$ cat config.mk
export PLATFORM = sky130hd
export DESIGN_NAME = move_hilo_unit
export DESIGN_NICKNAME = d
export VERILOG_FILES = /design/src/rtl/move_hilo_unit.sv
export SDC_FILE = /design/constraint.sdc
export NUM_CORES = 1
export LEC_CHECK = 0
export CORE_UTILIZATION = 30
export DETAILED_ROUTE_END_ITERATION = 6
export GPL_TIMING_DRIVEN = 0
export PLACE_DENSITY_LB_ADDON = 0.25
export SKIP_LAST_GASP = 1
export SLEW_MARGIN = 20
export SYNTH_ARGS = -nofsm -noshare
export SYNTH_HDL_FRONTEND = slang
export SYNTH_SLANG_ARGS = --single-unit
$ cat constraint.sdc
create_clock -name clk -period 2.3 [get_ports clk]
set_input_delay 0.23 -clock clk [delete_from_list [all_inputs] [get_ports clk]]
set_output_delay 0.23 -clock clk [all_outputs]
set_load 0.01 [all_outputs]
$ cat src/rtl/move_hilo_unit.sv
// EX-stage move unit: MOVN/MOVZ, MFHI/MFLO, MTHI/MTLO and WHILO over NACC HI/LO pairs.
// Writes retire through a COMMIT_LAT-deep pending pipeline; reads forward youngest-first.
module move_hilo_unit #(
   parameter int DW         = 32,
   parameter int NACC       = 4,
   parameter int ACC_W      = 2,
   parameter int COMMIT_LAT = 2
) (
   input  logic                clk,
   input  logic                resetn,
   input  logic                in_valid_i,
   input  logic [2:0]          op_i,
   input  logic [ACC_W-1:0]    acc_i,
   input  logic [DW-1:0]       opdata1_i,
   input  logic [DW-1:0]       opdata2_i,
   input  logic [2*DW-1:0]     hilo_wdata_i,
   input  logic                stall_i,
   input  logic                flush_i,
   output logic                out_valid_o,
   output logic                out_we_o,
   output logic [DW-1:0]       out_data_o,
   output logic [2*DW-1:0]     arch_hilo_o
);

   typedef enum logic [2:0] {
      OP_NOP   = 3'd0,
      OP_MOVN  = 3'd1,
      OP_MOVZ  = 3'd2,
      OP_MFHI  = 3'd3,
      OP_MFLO  = 3'd4,
      OP_MTHI  = 3'd5,
      OP_MTLO  = 3'd6,
      OP_WHILO = 3'd7
   } op_e;

   typedef struct packed {
      logic             valid;
      logic [ACC_W-1:0] acc;
      logic             hi_en;
      logic             lo_en;
      logic [DW-1:0]    hi;
      logic [DW-1:0]    lo;
   } stage_t;

   logic [DW-1:0] hi_r    [NACC];
   logic [DW-1:0] lo_r    [NACC];
   stage_t        stage_r [COMMIT_LAT];

   logic          accept_s;
   logic          acc_ok_s;
   logic [DW-1:0] arch_hi_s;
   logic [DW-1:0] arch_lo_s;
   logic [DW-1:0] fwd_hi_s;
   logic [DW-1:0] fwd_lo_s;
   logic          res_we_s;
   logic [DW-1:0] res_data_s;
   stage_t        new_stage_s;

   assign accept_s    = in_valid_i & ~stall_i & ~flush_i;
   assign acc_ok_s    = (32'(acc_i) < NACC);
   assign arch_hilo_o = {hi_r[0], lo_r[0]};

   // Forwarded HI/LO read: architectural value, overridden oldest-to-youngest by matching pending halves
   always_comb begin
      arch_hi_s = '0;
      arch_lo_s = '0;
      for (int a = 0; a < NACC; a++) begin
         arch_hi_s = (acc_ok_s && (acc_i == ACC_W'(a))) ? hi_r[a] : arch_hi_s;
         arch_lo_s = (acc_ok_s && (acc_i == ACC_W'(a))) ? lo_r[a] : arch_lo_s;
      end
      fwd_hi_s = arch_hi_s;
      fwd_lo_s = arch_lo_s;
      for (int i = COMMIT_LAT - 1; i >= 0; i--) begin
         fwd_hi_s = (stage_r[i].valid && (stage_r[i].acc == acc_i) && stage_r[i].hi_en)
                    ? stage_r[i].hi : fwd_hi_s;
         fwd_lo_s = (stage_r[i].valid && (stage_r[i].acc == acc_i) && stage_r[i].lo_en)
                    ? stage_r[i].lo : fwd_lo_s;
      end
   end

   // Result decode and pending-write formation for the issuing op
   always_comb begin
      res_we_s    = 1'b0;
      res_data_s  = '0;
      new_stage_s = '0;
      new_stage_s.acc = acc_i;
      case (op_i)
         OP_MOVN: begin
            res_we_s   = |opdata2_i;
            res_data_s = opdata1_i;
         end
         OP_MOVZ: begin
            res_we_s   = ~|opdata2_i;
            res_data_s = opdata1_i;
         end
         OP_MFHI: begin
            res_we_s   = 1'b1;
            res_data_s = fwd_hi_s;
         end
         OP_MFLO: begin
            res_we_s   = 1'b1;
            res_data_s = fwd_lo_s;
         end
         OP_MTHI: begin
            new_stage_s.hi_en = 1'b1;
            new_stage_s.hi    = opdata1_i;
         end
         OP_MTLO: begin
            new_stage_s.lo_en = 1'b1;
            new_stage_s.lo    = opdata1_i;
         end
         OP_WHILO: begin
            new_stage_s.hi_en = 1'b1;
            new_stage_s.lo_en = 1'b1;
            new_stage_s.hi    = hilo_wdata_i[2*DW-1:DW];
            new_stage_s.lo    = hilo_wdata_i[DW-1:0];
         end
         default: begin
            res_we_s = 1'b0;
         end
      endcase
      // Out-of-range accumulator writes become bubbles
      new_stage_s.valid = accept_s & acc_ok_s & (new_stage_s.hi_en | new_stage_s.lo_en);
   end

   // Pending pipeline, architectural commit and registered result
   always_ff @(posedge clk or negedge resetn) begin
      if (!resetn) begin
         for (int a = 0; a < NACC; a++) begin
            hi_r[a] <= '0;
            lo_r[a] <= '0;
         end
         for (int i = 0; i < COMMIT_LAT; i++) begin
            stage_r[i] <= '0;
         end
         out_valid_o <= 1'b0;
         out_we_o    <= 1'b0;
         out_data_o  <= '0;
      end else begin
         if (!stall_i) begin
            if (stage_r[COMMIT_LAT-1].valid) begin
               for (int a = 0; a < NACC; a++) begin
                  if (stage_r[COMMIT_LAT-1].acc == ACC_W'(a)) begin
                     if (stage_r[COMMIT_LAT-1].hi_en) hi_r[a] <= stage_r[COMMIT_LAT-1].hi;
                     if (stage_r[COMMIT_LAT-1].lo_en) lo_r[a] <= stage_r[COMMIT_LAT-1].lo;
                  end
               end
            end
            for (int i = 1; i < COMMIT_LAT; i++) begin
               stage_r[i] <= flush_i ? '0 : stage_r[i-1];
            end
            stage_r[0] <= new_stage_s;
         end else begin
            // Stalled flush kills everything but the last stage, which waits to commit
            for (int i = 0; i < COMMIT_LAT - 1; i++) begin
               stage_r[i] <= flush_i ? '0 : stage_r[i];
            end
         end
         out_valid_o <= accept_s;
         if (accept_s) begin
            out_we_o   <= res_we_s;
            out_data_o <= res_data_s;
         end else begin
            out_we_o   <= 1'b0;
         end
      end
   end

endmodule

==> parameters.txt, run 1 <==
Parameter                              Value

Yosys
  Share of synthesized area occupied by flip-flops and latches ... 0.534
  Area fraction of the dominant cell type after synthesis ... 0.534
  Count of yosys warnings during synthesis ... 0
  Synth unique cells ... 38
  Cell type with the largest total area after synthesis ... sky130_fd_sc_hd__dfrtp_1
  Ys flop type ... sky130_fd_sc_hd__dfrtp_1
  Synth Instances ... 1553
  Most area-consuming cells after synthesis ... sky130_fd_sc_hd__dfrtp_1 (53%), sky130_fd_sc_hd__mux2_2 (14%), sky130_fd_sc_hd__mux4_2 (7.2%)
  Count of flip-flops with a built-in enable after synthesis ... 0
  Flip-flop and latch count after synthesis ... 428
  Netlist Area Pre-Place ... 20100 µm²
  Total nets after synthesis ... 1691
  Share of synthesized flip-flops with an asynchronous set or reset ... 1.00
  Post-synthesis average cell area ... 12.9 µm²

Power and ir drop
  Leak Pwr ... 0.0112 µW
  Max VDD drop ... 417 µV
  Flop pwr share ... 0.483
  Switching power summed over all nets ... 3920 µW
  Clock group share of total power ... 0.436
  Share of total power consumed by net switching ... 0.239
  Cell-internal power ... 12500 µW
  Proportion of power drawn by combinational gates ... 0.081
  Cell area power density ... 653 nW/µm²

Clock tree
  CTS tree ... built
  Clock insertion delay at the later pin of the skew report ... 0.56 ns
  Worst-case clock buffer depth ... 3
  Register clock-pin slew on the reported worst setup and hold paths ... 0.06 ns
  Cell chosen for the clock root ... sky130_fd_sc_hd__clkbuf_16
  H-tree depth ... 2
  Clock tree sinks ... 428
  Clock buffer count from CTS ... 44

GRT
  Number of antenna violations at the first check in global routing ... 2
  Maximum number of pins on one net before global-route repair ... 95
  Global Route met2 Usage ... 0.318
  Global-route congestion overflow total ... 0
  Most used routing layer ... met2
  Wire length of the first global-routing pass ... 96.2 mm
  Met3 track demand over resource in global routing ... 0.0255
  Vias in the first global route ... 14800
  GRT Total Usage ... 0.190
  Met1 Usage GRT ... 0.250

STA
  Final cycle utilization of the critical path ... 0.979
  Hold Worst Slack ... 0.113 ns
  Finish-stage setup viols ... 0
  Final slew viol count ... 0
  RSZ-0062 raised after global routing ... yes
  Maximum operating frequency ... 444 MHz
  Final critical delay including setup and external delays ... 2.25 ns
  Worst clock skew on the final layout ... 0.0193 ns
  Transition at the pin with the smallest max-transition slack ... 0.855 ns
  Worst max-slew margin expressed relative to the limit ... 0.430
  Count of endpoints failing hold in the final timing report ... 0
  Setup total negative slack ... 0 ns

Outcome
  Run status ... finished, violations left
  Failing checks ... design-rule violations

Critical path
  Critical path data required time ... 2.75 ns
  Crit Path Class ... in -> reg
  Largest fanout of any net on the critical path ... 10
  Nature of the critical path startpoint ... input port
  Crit. End Element ... flop
  Worst path arrival time ... 2.70 ns

Hold path
  Hold Path Class ... in -> reg

Detailed routing
  Number of vias per cell ... 5.17
  Total routed wirelength ... 64.7 mm
  Drc violations ... 18
  Via count ... 14100
  Average routed wire per standard cell ... 23.7 µm
  Detail Route Antenna Nets ... 0
  DRC violation total after the first TritonRoute iteration ... 1096
  Number of iterations in the first detailed-routing pass ... 7

Die
  Standard cell core area ... 66000 µm²
  Die height ... 261 µm
  Row Count ... 94
  Die area ... 67900 µm²
  Initial core utilization ... 0.304
  IO Count ... 236
  Chip Width ... 261 µm

Run
  Max-cap viol count ... 0

Finish
  Commonest cells after routing, fill and taps aside ... sky130_fd_sc_hd__dfrtp_1 (428), sky130_fd_sc_hd__mux2_2 (257), sky130_fd_sc_hd__clkdlybuf4s50_1 (229)
  Share of cells above drive strength 1 ... 0.273
  Fin nets ... 1977
  Most common cell after layout, fill and taps aside ... sky130_fd_sc_hd__dfrtp_1
  Layout fillers ... 6317
  Antenna cell count ... 0
  Area Growth Syn to Fin ... 25.0%

Placed design
  Port Buffer Count ... 230
  Post-detailed-placement half-perimeter wirelength ... 49.3 mm
  Final RePlAce weighted congestion ... 0.930
[through the flow]
step	cells	area, µm²	utilization	setup WS, ns	power (µW)
after floorplan	1553	20100	-	0.359	8480
after global placement	2647	23400	0.355	-17.90	9340
final	2735	25100	0.380	0.0479	16400
after CTS	2736	25100	0.380	-0.00327	16600
after detailed placement	2651	23600	0.357	-0.920	9370
after global routing	2735	25100	0.380	-0.00387	16900
[kinds of logic after synthesis]
kind of cell | share of synthesized area
AND/OR/NAND/NOR | 0.0450
buffers and inverters | 0.0530
flip-flops | 0.534
multiplexers | 0.250
AO/OA/AOI/OAI | 0.116
XOR/XNOR | 0.00218
[power by group through the flow]
stage | Sequential (µW) | Combinational (µW) | Clock, µW
floorplan | 7980 | 495 | 0
global placement | 8050 | 1300 | 0
detailed placement | 8040 | 1330 | 0
CTS | 7910 | 1340 | 7310
global route | 7930 | 1430 | 7570
finish | 7910 | 1330 | 7140
[synth_stat cells, types with 4 or more instances]
library cell	instances
sky130_fd_sc_hd__mux2i_1	67
sky130_fd_sc_hd__nand4_1	4
sky130_fd_sc_hd__o21ai_0	109
sky130_fd_sc_hd__a211o_1	20
sky130_fd_sc_hd__a221oi_1	32
sky130_fd_sc_hd__nor2_1	28
sky130_fd_sc_hd__nand2_1	77
sky130_fd_sc_hd__nand2b_1	35
sky130_fd_sc_hd__xor2_1	4
sky130_fd_sc_hd__or3_1	12
sky130_fd_sc_hd__a22oi_1	34
sky130_fd_sc_hd__nor4_1	8
sky130_fd_sc_hd__clkbuf_1	75
sky130_fd_sc_hd__a22o_1	64
sky130_fd_sc_hd__buf_2	21
sky130_fd_sc_hd__o21ai_1	4
sky130_fd_sc_hd__buf_4	69
sky130_fd_sc_hd__dfrtp_1	428
sky130_fd_sc_hd__a21o_1	5
sky130_fd_sc_hd__a21oi_1	92
sky130_fd_sc_hd__mux2_2	257
sky130_fd_sc_hd__nand3_1	6
sky130_fd_sc_hd__buf_6	9
sky130_fd_sc_hd__buf_1	12
sky130_fd_sc_hd__mux4_2	64
[area by class of cell]
| class | count | area, µm² | area share |
|---|---|---|---|
| Clock inverter | 8 | 75.1 | 0.00299 |
| Multi-Input combinational cell | 936 | 8290 | 0.331 |
| Timing Repair Buffer | 241 | 2480 | 0.0988 |
| Buffer | 185 | 1070 | 0.0426 |
| Clock buffer | 70 | 1360 | 0.0542 |
| Sequential cell | 428 | 10700 | 0.427 |
| Tap cell | 864 | 1080 | 0.0431 |
| Inverter | 3 | 11.3 | 0.000449 |
[path summary, 6_finish.rpt]
path,cells after the start,start,end,slack [ns]
worst max-delay path,7,acc_i[1],out_data_o[15],0.05
worst min-delay path,3,op_i[0],stage_r[134],0.11
worst max register to register,4,stage_r[68],lo_r[9],0.09
worst min register to register,1,hi_r[58],hi_r[58],0.50
max in group asynchronous,5,resetn,stage_r[105],0.42
min in group asynchronous,2,resetn,arch_hilo_o[26],0.23
[registers in the layout, summed over array words and instances (netlist names)]
| name | cells |
|---|---|
| lo_r | 96 |
| stage_r | 138 |
| hi_r | 96 |
| arch_hilo_o | 64 |
| out_we_o | 1 |
| out_valid_o | 1 |
| out_data_o | 32 |
[metal layers]
layer	up-vias	routed length (µm)
met5	-	23
met4	4	2240
met3	115	2880
met2	383	31700
met1	7357	27900
li1	6268	-
[what timing repair did]
action | 4_1_cts | 5_1_grt
hold buffers | 1 | 0
cloned | 0 | 0
setup buffers | 6 | 0
setup endpoints to repair | 30 | 151
pin swaps | 2 | 0
gates resized for setup | 12 | 10
hold endpoints to repair | 85 | 0
[critical path: stages]
cell                              delay [ns]
sky130_fd_sc_hd__clkdlybuf4s50_1        0.55
sky130_fd_sc_hd__buf_2                  0.38
sky130_fd_sc_hd__buf_2                  0.48
sky130_fd_sc_hd__mux4_2                 0.42
sky130_fd_sc_hd__mux2i_1                0.17
sky130_fd_sc_hd__a21oi_1                0.13
sky130_fd_sc_hd__a211o_1                0.31
(Power assumes the default switching activity.)
==> run 2: changes to the inputs <==
Settings changed: ABC_AREA from default to 1.
==> run 2 against run 1 <==
Compared with the run above: the flow now finishes without violations; combinational power grew 35%; largest cell class unchanged; register-to-register slack gained 0.05 ns; global-route usage grew 3.9 points; clock skew shrank 0.0057 ns; sequential cell count is the same; largest power group is now clock; die area grew 6.8%; maximum frequency grew 4.1%; first-iteration DRC count grew 65%; non-clock buffer count grew 67; worst setup slack gained 0.088 ns; sequential share of layout area shrank 2.6 points; wire length grew 30%; critical path type is now reg -> reg.
==> parameters.txt, run 2 <==
Parameter                              Value

STA
  Maximum operating frequency ... 462 MHz
  Finish-stage setup viols ... 0
  RSZ-0062 raised after global routing ... no
  Worst clock skew on the final layout ... 0.0136 ns
  Final slew viol count ... 0
  Setup WS post-layout ... 0.136 ns
  Transition at the pin with the smallest max-transition slack ... 0.969 ns
  Count of endpoints failing hold in the final timing report ... 0
  Hold Worst Slack ... 0.113 ns
  Worst max-slew margin expressed relative to the limit ... 0.354
  Final critical delay including setup and external delays ... 2.16 ns
  Final cycle utilization of the critical path ... 0.941

Detailed routing
  Detail Route Antenna Nets ... 0
  Average routed wire per standard cell ... 20.5 µm
  DRC violation total after the first TritonRoute iteration ... 1810
  Total routed wirelength ... 83.9 mm
  Via count ... 20000
  Number of vias per cell ... 4.89
  Drc violations ... 0
  Number of iterations in the first detailed-routing pass ... 6

Critical path
  Worst path arrival time ... 2.64 ns
  Number of cells on the critical path ... 10
  Crit. End Element ... flop
  Slowest CP cell ... sky130_fd_sc_hd__dfrtp_1
  Reg-to-reg setup timing slack ... 0.14 ns
  Critical Path Max Stage Delay ... 0.35 ns
  CP Cell Sequence ... buf_2 -> xnor2_4 -> nand3_4 -> buf_2 -> nand3_1 -> nand3_1 -> nand2_1 -> nand3_1 -> nand2_1 -> nand2_1
  Critical path data required time ... 2.78 ns
  Reg-to-Reg Start ... stage_r[67]
  Nature of the critical path startpoint ... flop
  Worst setup path endpoint ... out_data_o[20]
  Family of cells with the greatest summed delay on the critical path ... simple AND/OR/NAND/NOR gates
  Crit Path Class ... reg -> reg
  Worst reg-to-reg path cell count ... 10
  Startpoint of the worst setup timing path ... stage_r[67]
  Worst reg2reg endpoint ... out_data_o[20]
  Largest fanout of any net on the critical path ... 10
  CP Buf/Inv Count ... 2

Finish
  Fin nets ... 3254
  Max reg flops ... 138
  Antenna cell count ... 0
  Area Growth Syn to Fin ... 24.7%
  Most common cell after layout, fill and taps aside ... sky130_fd_sc_hd__nand2_1
  Layout fillers ... 7531
  Leading registers by flop count ... stage_r x138, hi_r x96, lo_r x96
  Commonest cells after routing, fill and taps aside ... sky130_fd_sc_hd__nand2_1 (975), sky130_fd_sc_hd__o21ai_0 (473), sky130_fd_sc_hd__dfrtp_1 (428)
  Share of cells above drive strength 1 ... 0.0771
  Register containing the most flip-flops in the final layout ... stage_r

Yosys
  Netlist Area Pre-Place ... 21400 µm²
  Most area-consuming cells after synthesis ... sky130_fd_sc_hd__dfrtp_1 (50%), sky130_fd_sc_hd__nand2_1 (17%), sky130_fd_sc_hd__o21ai_0 (11%)
  Area fraction of the dominant cell type after synthesis ... 0.500
  Ys flop type ... sky130_fd_sc_hd__dfrtp_1
  Share of synthesized flip-flops with an asynchronous set or reset ... 1.00
  Cell with the most instances after synthesis ... sky130_fd_sc_hd__nand2_1
  Share of synthesized area occupied by flip-flops and latches ... 0.500
  Synth unique cells ... 27
  Cell type with the largest total area after synthesis ... sky130_fd_sc_hd__dfrtp_1
  Count of yosys warnings during synthesis ... 0
  Most frequent cells after synthesis ... sky130_fd_sc_hd__nand2_1 (975), sky130_fd_sc_hd__o21ai_0 (473), sky130_fd_sc_hd__dfrtp_1 (428)
  Synth Instances ... 2828
  Total nets after synthesis ... 2966
  Count of flip-flops with a built-in enable after synthesis ... 0
  Post-synthesis average cell area ... 7.58 µm²
  Flip-flop and latch count after synthesis ... 428

GRT
  Vias in the first global route ... 19600
  Wire length of the first global-routing pass ... 126 mm
  GRT Total Usage ... 0.229
  Number of antenna violations at the first check in global routing ... 0
  Maximum number of pins on one net before global-route repair ... 92
  Global-route congestion overflow total ... 0

Power and ir drop
  Leak Pwr ... 0.0125 µW
  Cell area power density ... 660 nW/µm²
  Max VDD drop ... 467 µV

Die
  Chip Width ... 269 µm
  Row Count ... 97
  IO Count ... 236
  Standard cell core area ... 70400 µm²
  Die area ... 72500 µm²
  Die height ... 269 µm
  Initial core utilization ... 0.304

Clock tree
  Clock buffer count from CTS ... 46
  H-tree depth ... 2
  Clock insertion delay at the later pin of the skew report ... 0.61 ns
  Count of buffers added by post-CTS timing repair for setup ... 0
  Cell chosen for the clock root ... sky130_fd_sc_hd__clkbuf_16
  CTS tree ... built
  Clock tree sinks ... 428
  Worst-case clock buffer depth ... 3
  Register clock-pin slew on the reported worst setup and hold paths ... 0.06 ns
  CTS resizes ... 0

Placed design
  Port Buffer Count ... 233
  Final RePlAce weighted congestion ... 0.904
  Worst slack, placed ... -0.370 ns
  Post-detailed-placement half-perimeter wirelength ... 65.3 mm

Hold path
  Hold Path Class ... in -> async

Outcome
  Run status ... finished, final reports clean

Run
  Max-cap viol count ... 0
[run 2: power by group]
part | leakage (µW) | switching [µW] | internal [µW] | total, µW
registers | 0.00593 | 131 | 7690 | 7820
logic | 0.00574 | 1150 | 636 | 1790
clock network | 0.000799 | 3230 | 4810 | 8040
[run 2: how the worst min path moves through the flow]
| stage | from | endpoint | slack (ns) | cells after the start |
|---|---|---|---|---|
| 2_1_floorplan | resetn | arch_hilo_o[0] | -0.07 | 0 |
| 3_3_place_gp | lo_r[79] | lo_r[79] | 0.46 | 2 |
| 3_5_place_dp | resetn | out_data_o[27] | 0.14 | 1 |
| 4_1_cts | resetn | out_data_o[27] | 0.11 | 2 |
| 5_1_grt | resetn | out_data_o[17] | 0.15 | 2 |
| 6_report | resetn | out_data_o[27] | 0.11 | 2 |
[run 2: per-layer routing]
| layer | track usage | vias to the layer above | routed length (µm) |
|---|---|---|---|
| met1 | 0.314 | 9487 | 37700 |
| met4 | 0.0798 | 0 | 2420 |
| li1 | - | 9653 | - |
| met5 | 0 | - | 0 |
| met2 | 0.368 | 746 | 38700 |
| met3 | 0.0332 | 123 | 5140 |
[run 2: final cells by class]
type                    instances  area [µm²]  area share
multi-input cells            1925        8590       0.321
flip-flops and latches        428       10700       0.401
plain buffers                 253        1300      0.0485
clock buffers                  70        1430      0.0533
clock inverters                12         185     0.00693
well taps                     940        1180      0.0440
repair buffers                240        2510      0.0939
inverters                     222         833      0.0312
[run 2: cells by family after synthesis]
logic type,Yosys count,synth area share
AND/OR/NAND/NOR,1393,0.275
buffers and inverters,475,0.0994
XOR/XNOR,2,0.00169
AO/OA/AOI/OAI,530,0.124
flip-flops,428,0.500
[run 2: what timing repair did]
item / CTS / global route
setup endpoints to repair: 0 / 78
hold endpoints to repair: 129 / 0
hold buffers: 1 / 0
[run 2: worst reg2reg max path, cell delays in order (launching register included)]
cell and delay, ns:
sky130_fd_sc_hd__dfrtp_1 0.35, sky130_fd_sc_hd__buf_2 0.19, sky130_fd_sc_hd__xnor2_4 0.35, sky130_fd_sc_hd__nand3_4 0.16, sky130_fd_sc_hd__buf_2 0.25, sky130_fd_sc_hd__nand3_1 0.16, sky130_fd_sc_hd__nand3_1 0.16, sky130_fd_sc_hd__nand2_1 0.16
sky130_fd_sc_hd__nand3_1 0.11, sky130_fd_sc_hd__nand2_1 0.07, sky130_fd_sc_hd__nand2_1 0.06
[run 2: through the flow]
step,power (µW),TNS (ns),util,instances,area (µm²)
after floorplan,8660,0,-,2828,21400
after global placement,9710,-8069.11,0.354,4001,24900
after detailed placement,9720,-29.66,0.356,4006,25100
after CTS,17700,0,0.379,4089,26700
after global routing,18200,0,0.380,4090,26700
final,17700,0,0.380,4090,26700
